[src/rtl/poly_voice_allocator.sv]
// poly_voice_allocator: assigns decoded MIDI voice events to synth voices with
// per-channel sustain, same-note retrigger, release-aware allocation and stealing.
module poly_voice_allocator #(
  parameter int VOICES    = 8,
  parameter int V_WIDTH   = 3,
  parameter int CHANNELS  = 16,
  parameter int CH_WIDTH  = 4,
  parameter int AGE_WIDTH = 8,
  parameter int STEAL_EN  = 1
) (
  input  logic                data_clk,
  input  logic                reset_reg_N,
  input  logic                ev_valid,
  output logic                ev_ready,
  input  logic [1:0]          ev_type,
  input  logic [CH_WIDTH-1:0] ev_chan,
  input  logic [6:0]          ev_note,
  input  logic [6:0]          ev_vel,
  input  logic [VOICES-1:0]   voice_free,
  output logic [VOICES-1:0]   key_on,
  output logic                upd_valid,
  output logic [V_WIDTH-1:0]  upd_voice,
  output logic [6:0]          upd_note,
  output logic [6:0]          upd_vel,
  output logic                upd_gate,
  output logic                upd_steal,
  output logic                drop_pulse,
  output logic [V_WIDTH:0]    active_voices
);
  localparam logic [1:0] V_FREE = 2'd0, V_HELD = 2'd1, V_SUS = 2'd2, V_REL = 2'd3;
  localparam logic [V_WIDTH:0] NV = (V_WIDTH+1)'(VOICES);
  typedef enum logic [1:0] {IDLE, SEARCH, APPLY, SWEEP} state_t;
  state_t state, nstate;
  logic [1:0] vst [VOICES];
  logic [AGE_WIDTH-1:0] age [VOICES];
  logic [6:0] vnote [VOICES];
  logic [CH_WIDTH-1:0] vch [VOICES];
  logic [CHANNELS-1:0] sus;
  logic [1:0] e_type;
  logic [CH_WIDTH-1:0] e_ch;
  logic [6:0] e_note, e_vel;
  logic [VOICES-1:0] vf_q;
  logic [V_WIDTH:0] sw_idx;
  logic [V_WIDTH-1:0] m_idx, o_idx, f_idx, r_idx, s_idx, a_idx, sw_v;
  logic [AGE_WIDTH-1:0] r_age, s_age;
  logic m_hit, o_hit, f_hit, r_hit, s_hit, a_hit, a_steal;
  logic note_on, note_off, sweep_ev, sw_act, sw_match;
  // Priority search over voices; strict '>' keeps age ties on the lowest index
  always_comb begin
    m_hit = 1'b0; o_hit = 1'b0; f_hit = 1'b0; r_hit = 1'b0; s_hit = 1'b0;
    m_idx = '0; o_idx = '0; f_idx = '0; r_idx = '0; s_idx = '0;
    r_age = '0; s_age = '0;
    for (int i = 0; i < VOICES; i++) begin
      if (!m_hit && (vst[i] == V_HELD || vst[i] == V_SUS) && vch[i] == e_ch && vnote[i] == e_note) begin
        m_hit = 1'b1; m_idx = V_WIDTH'(i);
      end
      if (!o_hit && vst[i] == V_HELD && vch[i] == e_ch && vnote[i] == e_note) begin
        o_hit = 1'b1; o_idx = V_WIDTH'(i);
      end
      if (!f_hit && vst[i] == V_FREE) begin
        f_hit = 1'b1; f_idx = V_WIDTH'(i);
      end
      if (vst[i] == V_REL && (!r_hit || age[i] > r_age)) begin
        r_hit = 1'b1; r_idx = V_WIDTH'(i); r_age = age[i];
      end
      if ((vst[i] == V_HELD || vst[i] == V_SUS) && (!s_hit || age[i] > s_age)) begin
        s_hit = 1'b1; s_idx = V_WIDTH'(i); s_age = age[i];
      end
    end
  end
  always_comb begin
    note_on  = e_type == 2'd1 && e_vel != 7'd0;
    note_off = e_type == 2'd0 || (e_type == 2'd1 && e_vel == 7'd0);
    sweep_ev = e_type == 2'd3 || (e_type == 2'd2 && !e_vel[6]);
    a_hit    = m_hit || f_hit || r_hit || (s_hit && STEAL_EN != 0);
    a_idx    = m_hit ? m_idx : f_hit ? f_idx : r_hit ? r_idx : s_idx;
    a_steal  = !(m_hit || f_hit || r_hit);
    sw_v     = state == APPLY ? '0 : sw_idx[V_WIDTH-1:0];
    sw_act   = (state == APPLY && sweep_ev) || (state == SWEEP && sw_idx != NV);
    sw_match = e_type == 2'd3 ? (vst[sw_v] == V_HELD || vst[sw_v] == V_SUS)
                              : (vst[sw_v] == V_SUS && vch[sw_v] == e_ch);
    active_voices = '0;
    for (int i = 0; i < VOICES; i++) active_voices = active_voices + (V_WIDTH+1)'(key_on[i]);
  end
  always_ff @(posedge data_clk or negedge reset_reg_N)
    if (!reset_reg_N) state <= IDLE;
    else state <= nstate;
  always_comb
    nstate = state == IDLE   ? (ev_valid ? SEARCH : IDLE) :
             state == SEARCH ? APPLY :
             state == APPLY  ? (sweep_ev ? SWEEP : IDLE) :
                               (sw_idx == NV ? IDLE : SWEEP);
  always_comb ev_ready = state == IDLE;
  // Decisions commit at the end of SEARCH so the strobe and key_on appear together in APPLY
  always_ff @(posedge data_clk or negedge reset_reg_N)
    if (!reset_reg_N) begin
      for (int i = 0; i < VOICES; i++) begin
        vst[i] <= V_FREE; age[i] <= '0; vnote[i] <= '0; vch[i] <= '0;
      end
      sus <= '0; e_type <= '0; e_ch <= '0; e_note <= '0; e_vel <= '0;
      vf_q <= '0; sw_idx <= '0; key_on <= '0;
      upd_valid <= 1'b0; upd_voice <= '0; upd_note <= '0; upd_vel <= '0;
      upd_gate <= 1'b0; upd_steal <= 1'b0; drop_pulse <= 1'b0;
    end else begin
      vf_q <= voice_free;
      upd_valid <= 1'b0;
      upd_steal <= 1'b0;
      drop_pulse <= 1'b0;
      for (int i = 0; i < VOICES; i++)
        if (vst[i] == V_REL && vf_q[i]) vst[i] <= V_FREE;
      if (ev_valid && ev_ready) begin
        e_type <= ev_type; e_ch <= ev_chan; e_note <= ev_note; e_vel <= ev_vel;
      end
      if (state == SEARCH) begin
        if (note_on) begin
          for (int i = 0; i < VOICES; i++) age[i] <= &age[i] ? age[i] : age[i] + 1'b1;
          if (a_hit) begin
            vst[a_idx] <= V_HELD; age[a_idx] <= '0; vnote[a_idx] <= e_note; vch[a_idx] <= e_ch;
            key_on[a_idx] <= 1'b1;
            upd_valid <= 1'b1; upd_voice <= a_idx; upd_note <= e_note; upd_vel <= e_vel;
            upd_gate <= 1'b1; upd_steal <= a_steal;
          end else drop_pulse <= 1'b1;
        end else if (note_off && o_hit) begin
          if (sus[e_ch]) vst[o_idx] <= V_SUS;
          else begin
            vst[o_idx] <= V_REL; key_on[o_idx] <= 1'b0;
            upd_valid <= 1'b1; upd_voice <= o_idx; upd_note <= vnote[o_idx]; upd_vel <= e_vel;
            upd_gate <= 1'b0;
          end
        end else if (e_type == 2'd2) sus[e_ch] <= e_vel[6];
      end
      if (state == APPLY) sw_idx <= (V_WIDTH+1)'(1);
      else if (state == SWEEP) sw_idx <= sw_idx + 1'b1;
      if (sw_act && sw_match) begin
        vst[sw_v] <= V_REL; key_on[sw_v] <= 1'b0;
        upd_valid <= 1'b1; upd_voice <= sw_v; upd_note <= vnote[sw_v]; upd_vel <= '0;
        upd_gate <= 1'b0;
      end
    end
endmodule

[config.mk]
export PLATFORM = sky130hd
export DESIGN_NAME = poly_voice_allocator
export DESIGN_NICKNAME = d
export VERILOG_FILES = /design/src/rtl/poly_voice_allocator.sv
export SDC_FILE = /design/constraint.sdc
export NUM_CORES = 1
export LEC_CHECK = 0
export CAP_MARGIN = 10
export CORE_UTILIZATION = 30
export CTS_CLUSTER_DIAMETER = 100
export DETAILED_ROUTE_END_ITERATION = 12
export PLACE_DENSITY_LB_ADDON = 0.3
export SYNTH_ARGS = -nofsm -noshare
export SYNTH_HDL_FRONTEND = slang
export SYNTH_SLANG_ARGS = --single-unit
[constraint.sdc]
create_clock -name data_clk -period 22.1 [get_ports data_clk]
set_clock_uncertainty 0.15 [all_clocks]
set_input_delay 4.42 -clock data_clk [delete_from_list [all_inputs] [get_ports data_clk]]
set_output_delay 4.42 -clock data_clk [all_outputs]
set_load 0.005 [all_outputs]
Yosys cells after proc, flatten, opt, wreduce, memory -nomap -nowiden
Index checks and enable logic that the tools add are counted.

storage, ports and cells
  register bits after elaboration = 247
  input port bits = 31
  output and inout bits = 34
  logic and storage cells = 553

operators by class
  add/subtract/negate cells = 16
  magnitude comparators = 28
  equality and inequality tests = 53
  muxes and demuxes = 204
  bitwise gates (word level) = 20
  reduce and logical (&&, ||, !) cells = 184

operators by type and width
  kind                 number
  $mux 8               29
  $mux 7               17
  $mux 3               39
  $gt 8x8->1           14
  $mux 16              6
  $logic_and 1x1->1    91
  $mux 1               70
  $add 8x1->8 const B  8
  $and 64x64->64       1
  $mux 64              1
  $not 64->64          1
  $reduce_and 8->1     8
  $bwmux 56            1
  $eq 7x7->1           8
  $bmux 7 s3           2
  $eq 2x2->1 const B   21
  $mux 2               19
  $logic_not 1->1      37
  $eq 4x4->1           9
  $and 8x8->8          4
  $bwmux 32            1
  $not 8->8            4
  $or 16x16->16        2
  $logic_or 1x1->1     29
  other kinds (37)     83

Logic depth before layout (Yosys ltp)
Gate-level depths: netlist of the first run.

  word-level depth = 53
  mapped depth = 62
  mapped depth without buffers = 56

Worst setup path after synthesis of the first run
OpenSTA, ideal clock, no wires.

  kind = register to register
  start = reg vst[14] in the netlist's numbering
  end = reg vch[22] in the netlist's numbering
  setup time = 0.128 ns
  arrival time = 13.458 ns
  path slack = 8.364 ns
  stages on the path, launching flop included = 61
  buffers on the path = 6
  clock period less this slack = 13.736 ns
  cells stage by stage = dfrtp_1 inv_1 ha_1 buf_2 clkbuf_1 nand2_1 ha_1 and4_1 a31oi_1 o21ai_0 a21oi_2 mux2i_1 inv_1 ha_1 a211oi_1 o221ai_1 mux2i_1 a211o_1 [25 not listed] nor2b_1 o211ai_1 a21oi_1 o311a_1 clkbuf_1 nor2_1 a222oi_1 ha_1 nand4_1 or2_2 o21a_1 o31ai_1 or4b_1 a221oi_2 nor2_1 nor4_4 buf_6 mux2_1

between the ends
  longest elaborated chain between the ends = 47
  elaborated cells between the ends (all ways) = 193
  those cells by class = order compare: 16; eq/ne: 3; mux: 80; bitwise: 1; reduce/logical: 93

ends and longest elaborated chain
  item                                                 RTL line  RTL
  start: declaration                                   34        logic [1:0] vst [VOICES];
  start signal: indexed assignment                     98        vst[i] <= V_FREE; age[i] <= '0; vnote[i] <= '0; vch[i] <= '0;
  start signal: indexed assignment                     118       vst[a_idx] <= V_HELD; age[a_idx] <= '0; vnote[a_idx] <= e_note; vch[a_idx] <= e_ch;
  start signal: indexed assignment                     124       if (sus[e_ch]) vst[o_idx] <= V_SUS;
  branches (longest 47 deep; another with $gt 8x8->1)  n/a
  end signal: indexed assignment                       98
  end signal: indexed assignment                       118
  end: declaration                                     37        logic [CH_WIDTH-1:0] vch [VOICES];

Several ways; the timed one is not identified.
A chain may end at the register's enable or synchronous reset.

Worst setup path after layout of the first run
  start = reg vst[14] in the netlist's numbering
  end = reg vch[19] in the netlist's numbering

The elaborated chain is that of the path after synthesis.

==> reports/metrics.csv, run 1 <==
stage,metric,value,unit
worst_setup_path,critical_path.max_fanout,14,
global_route,first_global_vias,16200,
synth,synth_top_family_by_area,simple AND/OR/NAND/NOR gates,
finish,area_growth,13.3,%
placed_design,globalplace.congestion,0.975,
sta,timing_max_transition_violations_final,0,
synth,synth-async-reset-ratio,100,%
worst_setup_path,worstSetupEndpointType,flop,
global_route,grt.overflow.total,0,
synth,synth-edff-count,0,
routing,drt_wl_total,63800,microns
routing,initialDrtViolationCount,1299,
clock_tree,post-cts-setup-buffer-count,0,
worst_setup_path,arrival,16340,ps
routing,remaining_routing_drc_violations,0,
power_and_ir_drop,power_per_cell_area,120,mW/mm^2
sta,hold_worst_slack,349,ps
synth,synth-adder-area-share,10.4,%
clock_tree,cts_resized,0,
clock_tree,root_buffer_master,clkbuf_16,
floorplan,die-area,0.0638,sq mm
worst_setup_path,cp_slowest_stage_delay,850,ps
worst_setup_path,cp_data_required_time,22450,ps
clock_tree,clk_pin_slew_worst_paths,60,ps
sta,finalSetupViolCount,0,
global_route,antenna_found_initial,0,
routing,ant_nets,0,
synth,synth.area.top_cells,"dfrtp_1 (33%), mux2_2 (11%), ha_1 (10%)",
floorplan,design.core.area,0.0619,sq mm
placed_design,post_dp_hpwl,47700,microns
power_and_ir_drop,switchingPower,1.15,mW
job,max_cap_viol_count,0,
sta,rsz0062_at_grt,false,
synth,muxShareOfSynthArea,14.9,%
synth,synth-warning-count,0,
sta,setup-tns-final,0,ps
synth,synthCells,2017,
clock_tree,cts_buffers,30,
synth,synth_largest_type_area_fraction,32.8,%
clock_tree,cts-htree-levels,1,
synth,synth_compound_gate_area_share,14.4,%
placed_design,place.port_buffers,64,
synth,simple_gate_share_of_the_synthesized_area,16.7,%
synth,synthesis.area,0.0189,sq mm
synth,synth.cells.most_frequent,"dfrtp_1 (247), nand2_1 (189), mux2_2 (179)",
worst_setup_path,kind_of_start_point_of_the_critical_path,flop,
synth,yosys_register_bits,247,
sta,finalWorstPathRequiredPeriod,15990,ps
power_and_ir_drop,share_seq_of_total_power,30.8,%
run_status,status,completed,
synth,synth-main-ff-cell,dfrtp_1,
finish,layout-drive-gt1-share,14.1,%
floorplan,floorplan.initialDensity,30.4,%
min_path,hold_path.class,reg2reg,
floorplan,die_height,253,microns
power_and_ir_drop,p_int,1.42,mW
routing,vias,16200,
finish,finalNetCount,2220,
global_route,global_route.usage.total,20.0,%
routing,pre_antenna_drt_iters,8,
power_and_ir_drop,totalPowerFinal,2.57,mW
global_route,grt.met1_usage,26.7,%
synth,synth.most_common_cell,dfrtp_1,
power_and_ir_drop,switching_share_of_power,44.7,%
synth,synth.yosys.seq_area_share,32.8,%
floorplan,die_width,253,microns
worst_setup_path,timing.critical_path.slowest_stage_cell,nor2_1,
clock_tree,tritoncts,done,
power_and_ir_drop,comb_power_share,48.8,%
sta,tightest_slew,1140,ps
sta,clock.fmax,0.0625,GHz
power_and_ir_drop,power.clock.fraction,20.5,%
floorplan,io_pins,65,
power_and_ir_drop,irDropWorstVdd,0.0774,mV
sta,slew-limit-headroom,23.7,%
synth,synthesis.area_per_instance,9.35,sq um
synth,synth_xor_area_share,5.85,%
synth,synth.distinct_cells,87,
synth,postSynthNetCount,2202,
global_route,grt-busiest-layer,met2,
clock_tree,numClockSinks,247,
routing,via_per_inst,5.58,
global_route,grt_first_pass_wirelength,99100,microns
finish,num_antenna_cells,0,
synth,yosys.area.top_type,dfrtp_1,
routing,wire_per_inst,22.1,microns
sta,post-route-period-util,72.4,%
power_and_ir_drop,power.static_leakage,8.82,nW
global_route,global_route.usage.met2,33.2,%
global_route,grt_max_degree,76,
sta,hold_violations,0,
clock_tree,cts_buffer_depth,3,
global_route,grt_util_met3,2.20,%
worst_setup_path,kind_of_critical_path,reg2reg,
worst_setup_path,cp_common_cell,ha_1,
clock_tree,worst_skew_pair.late_latency,620,ps
floorplan,num_rows,91,
clock_tree,ctsHoldBuffers,0,
-- power groups by stage --
stage	combinational, mW	sequential [mW]	clock, mW
CTS	1.25	0.789	0.539
detailed placement	1.24	0.797	0
floorplan	0.943	0.660	0
global route	1.37	0.814	0.557
finish	1.25	0.791	0.526
global placement	1.22	0.791	0
-- through the flow --
stage               utilization, %  area [sq um]  setup WS [ps]  instances
floorplan                        -         18900           8360       2017
global placement              32.8         20300           6740       2840
detailed placement            32.8         20300           6360       2840
CTS                           34.5         21400           6330       2894
global route                  34.5         21400           5020       2894
finish                        34.5         21400           6110       2894
-- cell type report --
class                      count  area [sq um]
timing repair buffer          83           788
clock buffer                  40           838
fill                        6357         40600
inverter                     133           499
clock inverter                14           206
tap                          837          1050
multi-input combinational   1540         11800
sequential                   247          6180
-- cells by family (layout without fill, tap and decap cells) --
kind of cell    after synthesis  in the layout
buf+inv                     230            270
flops                       247            247
xor+xnor                    126            126
compound gates              389            389
fa+ha+maj                   154            154
simple gates                620            620
mux                         251            251
-- flip-flops by register name, summed over array words and instances, names as in the netlist --
name        cells
vnote          56
upd_vel         7
e_vel           7
sw_idx          4
e_ch            4
upd_note        7
upd_valid       1
e_type          2
upd_gate        1
drop_pulse      1
vst            16
upd_steal       1
e_note          7
state           2
vch            32
age            64
upd_voice       3
key_on          8
sus            16
vf_q            8
-- layer usage --
layer	vias up	part of all wire [%]
met4	0	3.9
met1	8081	44
li1	7403	-
met3	121	5.3
met5	-	0
met2	547	47
-- worst max-delay path: cells and delay by family, from the launching register on --
family                   cells  cell delay [ps]
adder cells (fa/ha/maj)      8             2520
buffers and inverters        6              870
AO/OA/AOI/OAI               25             5750
flip-flops                   1              420
AND/OR/NAND/NOR             11             3700
multiplexers                 6             2420
-- cells in the final DEF (no fill, tap or decap), types with 63 or more instances in the layout --
cell	n
a21oi_1	87
clkdlybuf4s50_1	63
dfrtp_1	247
ha_1	150
inv_1	131
mux2_2	179
nand2_1	189
nand4_1	68
nor2_1	93
o21ai_0	63
xnor2_1	105
-- final timing paths --
check | startpoint | endpoint | slack [ps] | cells after the start
worst max-delay path | vst[14]$_DFF_PN0_ | vch[19]$_DFFE_PN0P_ | 6110 | 56
worst max register to register | vst[14]$_DFF_PN0_ | vch[19]$_DFFE_PN0P_ | 6110 | 56
worst min register to register | e_vel[5]$_DFFE_PN0P_ | upd_vel[5]$_DFFE_PN0P_ | 350 | 2
max in group asynchronous | reset_reg_N | age[4]$_DFFE_PN0P_ | 15340 | 4
worst min-delay path | e_vel[5]$_DFFE_PN0P_ | upd_vel[5]$_DFFE_PN0P_ | 350 | 2
min in group asynchronous | reset_reg_N | age[60]$_DFFE_PN0P_ | 3590 | 1
Power figures use the tool's default switching activity.
==> run 2: changes to the inputs <==
==> constraint.sdc (replaced) <==
create_clock -name data_clk -period 14.13 [get_ports data_clk]
set_clock_uncertainty 0.15 [all_clocks]
set_input_delay 2.826 -clock data_clk [delete_from_list [all_inputs] [get_ports data_clk]]
set_output_delay 2.826 -clock data_clk [all_outputs]
set_load 0.005 [all_outputs]
==> run 2 against run 1 <==
  * First-iteration DRC count grew 5.2%
  * Combinational power grew 66%
  * Critical path depth grew 3
  * Sequential share of layout area is 0.47 points lower
  * Design area grew 1.7%
  * Via count up 0.94%
  * Sequential cell count stayed put
  * Maximum frequency grew 19%
  * Highest routed layer unchanged
==> reports/metrics.csv, run 2 (synthesized netlist as in run 1, its figures left out) <==
stage,metric,value,unit,change
worst_setup_path,timing.critical_path.slowest_stage_cell,nor3_1,,
finish,commonest_cells_after_routing_fill_and_taps_aside,"dfrtp_1 (246), nand2_1 (189), mux2_2 (179)",,
job,max_cap_viol_count,0,,unchanged
sta,post-route-period-util,95.3,%,+23 points
min_path,worst_hold_path.endpoint,sw_idx[3]$_DFFE_PN0P_,,
power_and_ir_drop,totalPowerFinal,4.09,mW,+59%
finish,multiInputGateArea,0.0119,sq mm,+1.1%
global_route,first_global_vias,16200,,-0.086%
finish,most_common_library_cell_in_the_layout_ignoring_fill_and_taps,dfrtp_1,,
worst_setup_path,arrival,13760,ps,-2580 ps
placed_design,post_dp_hpwl,48900,microns,+2.6%
run_status,status,completed,,
worst_setup_path,worstSetupEndpointType,flop,,
floorplan,die_width,253,microns,unchanged
finish,largest_register_ff_count,64,,unchanged
clock_tree,clk_pin_slew_worst_paths,70,ps,about the same
worst_setup_path,cp_top_family,compound AO/OA/AOI/OAI gates,,
worst_setup_path,kind_of_start_point_of_the_critical_path,flop,,
placed_design,globalplace.congestion,0.954,,-2.2%
sta,setup-tns-final,0,ps,unchanged
worst_setup_path,cp_common_cell,ha_1,,
min_path,hold_path.class,reg2reg,,
clock_tree,ctsHoldBuffers,0,,unchanged
routing,via_per_inst,5.57,,-0.20%
worst_setup_path,critical_path.n_buffers_inverters,9,,+3
min_path,worst_hold_path.num_cells,1,,-1
routing,remaining_routing_drc_violations,0,,unchanged
finish,filler_cell_count,6329,,-0.44%
finish,layout-drive-gt1-share,16.1,%,+2.0 points
routing,vias,16300,,+0.94%
worst_setup_path,r2r_setup_slack,670,ps,-5440 ps
sta,hold_violations,0,,unchanged
power_and_ir_drop,power_per_cell_area,188,mW/mm^2,+56%
floorplan,design.core.area,0.0619,sq mm,unchanged
sta,timing_max_transition_violations_final,0,,unchanged
routing,pre_antenna_drt_iters,7,,-1
finish,largestRegisters,"age: 64 flops, vnote: 56 flops, vch: 32 flops",,
clock_tree,cts_buffers,29,,-3.3%
floorplan,die_height,253,microns,unchanged
clock_tree,root_buffer_master,clkbuf_16,,
clock_tree,tritoncts,done,,
power_and_ir_drop,irDropWorstVdd,0.102,mV,+32%
worst_setup_path,cp_slowest_stage_delay,640,ps,-210 ps
worst_setup_path,r2r_path_start,vst[15]$_DFF_PN0_,,
finish,area_growth,15.2,%,
global_route,grt_first_pass_wirelength,99800,microns,+0.74%
min_path,hp-start,sw_idx[3]$_DFFE_PN0P_,,
finish,num_antenna_cells,0,,unchanged
global_route,grt_max_degree,72,,-5.3%
power_and_ir_drop,power.static_leakage,8.98,nW,+1.8%
worst_setup_path,cp_data_required_time,14430,ps,-8020 ps
global_route,antenna_found_initial,0,,unchanged
sta,final_critical_path_setup_slack,668,ps,-5440 ps
floorplan,io_pins,65,,unchanged
sta,tightest_slew,1110,ps,-32.8 ps
global_route,grt.overflow.total,0,,unchanged
clock_tree,cts_buffer_depth,3,,unchanged
floorplan,floorplan.initialDensity,30.4,%,unchanged
finish,seq_area,0.00618,sq mm,about the same
finish,finalNetCount,2253,,+1.5%
finish,final_core_utilization,35.1,%,+0.58 points
worst_setup_path,kind_of_critical_path,reg2reg,,
placed_design,place.port_buffers,64,,unchanged
sta,finalWorstPathRequiredPeriod,13460,ps,-2530 ps
routing,ant_nets,0,,unchanged
placed_design,placement.setup.worst_slack,-496,ps,-6860 ps
routing,wire_per_inst,22.2,microns,+0.43%
finish,largest_register,age,,
routing,drt_wl_total,64800,microns,+1.6%
floorplan,num_rows,91,,unchanged
floorplan,die-area,0.0638,sq mm,unchanged
global_route,global_route.usage.total,20.3,%,+0.25 points
sta,finalSetupViolCount,0,,unchanged
clock_tree,numClockSinks,247,,unchanged
worst_setup_path,critical_path.max_fanout,13,,-1
worst_setup_path,rr_endpoint,age[41]$_DFFE_PN0P_,,
clock_tree,worst_skew_pair.late_latency,610,ps,about the same
worst_setup_path,r2r_cells,59,,+5.4%
sta,clock.fmax,0.0743,GHz,+19%
sta,slew-limit-headroom,25.7,%,+2.1 points
clock_tree,cts-htree-levels,1,,unchanged
routing,initialDrtViolationCount,1367,,+5.2%
run 2: per-stage QoR:
| stage | cell area, sq um | instances | hold WS, ps |
|---|---|---|---|
| after global routing | 21700 | 2927 | 367 |
| after detailed placement | 20500 | 2863 | 330 |
| after global placement | 20500 | 2863 | 332 |
| final | 21700 | 2927 | 344 |
| after CTS | 21500 | 2916 | 346 |
| after floorplan | 18900 | 2017 | 302 |
run 2: final cells by class:
cell class              instances  share of cell area (%)
flip-flops and latches        247                    28.5
clock buffers                  45                    4.08
repair buffers                116                    4.91
clock inverters                 8                   0.513
well taps                     837                    4.82
inverters                     133                    2.30
multi-input cells            1541                    54.9
run 2: worst register-to-register path, delay by kind of cell, from the launching register on:
kind                     cells  cell delay (ps)
multiplexers                 5             1710
buffers and inverters        9             1210
AND/OR/NAND/NOR             11             2290
AO/OA/AOI/OAI               26             5440
flip-flops                   1              430
adder cells (fa/ha/maj)      8             2100
run 2: power by group:
| part | leakage, nW | internal [mW] | switching [mW] | total (mW) |
|---|---|---|---|---|
| Combinational | 5.21 | 0.896 | 1.18 | 2.08 |
| Clock | 0.490 | 0.467 | 0.335 | 0.802 |
| Sequential | 3.29 | 0.886 | 0.322 | 1.21 |
run 2: worst max path at each step:
stage / from / endpoint / slack (ps) / cells past startpoint
after floorplan: vst[14]$_DFF_PN0_ / vch[22]$_DFFE_PN0P_ / 390 / 60
after global placement: vst[14]$_DFF_PN0_ / vnote[11]$_DFFE_PN0P_ / -270 / 58
after detailed placement: vst[14]$_DFF_PN0_ / vnote[34]$_DFFE_PN0P_ / -500 / 58
after CTS: vst[14]$_DFF_PN0_ / vnote[34]$_DFFE_PN0P_ / 20 / 58
after global routing: vst[15]$_DFF_PN0_ / vnote[40]$_DFFE_PN0P_ / -10 / 60
final: vst[15]$_DFF_PN0_ / age[41]$_DFFE_PN0P_ / 670 / 59
run 2: what timing repair did:
item / in CTS / in global routing
hold endpoints to repair: 0 / 0
buffers inserted: 0 / 10
cloned: 0 / 1
setup endpoints to repair: 172 / 179
pin swaps: 0 / 1
gates resized for setup: 8 / 25
run 2: per-layer routing:
layer | wire length (microns) | part of all wire, % | vias up | GRT usage, %
li1 | - | - | 7485 | -
met1 | 28900 | 45 | 8141 | 27.2
met2 | 30500 | 47 | 531 | 33.4
met3 | 3160 | 4.9 | 147 | 2.65
met4 | 2330 | 3.6 | 0 | 6.93
met5 | 0 | 0 | - | 0
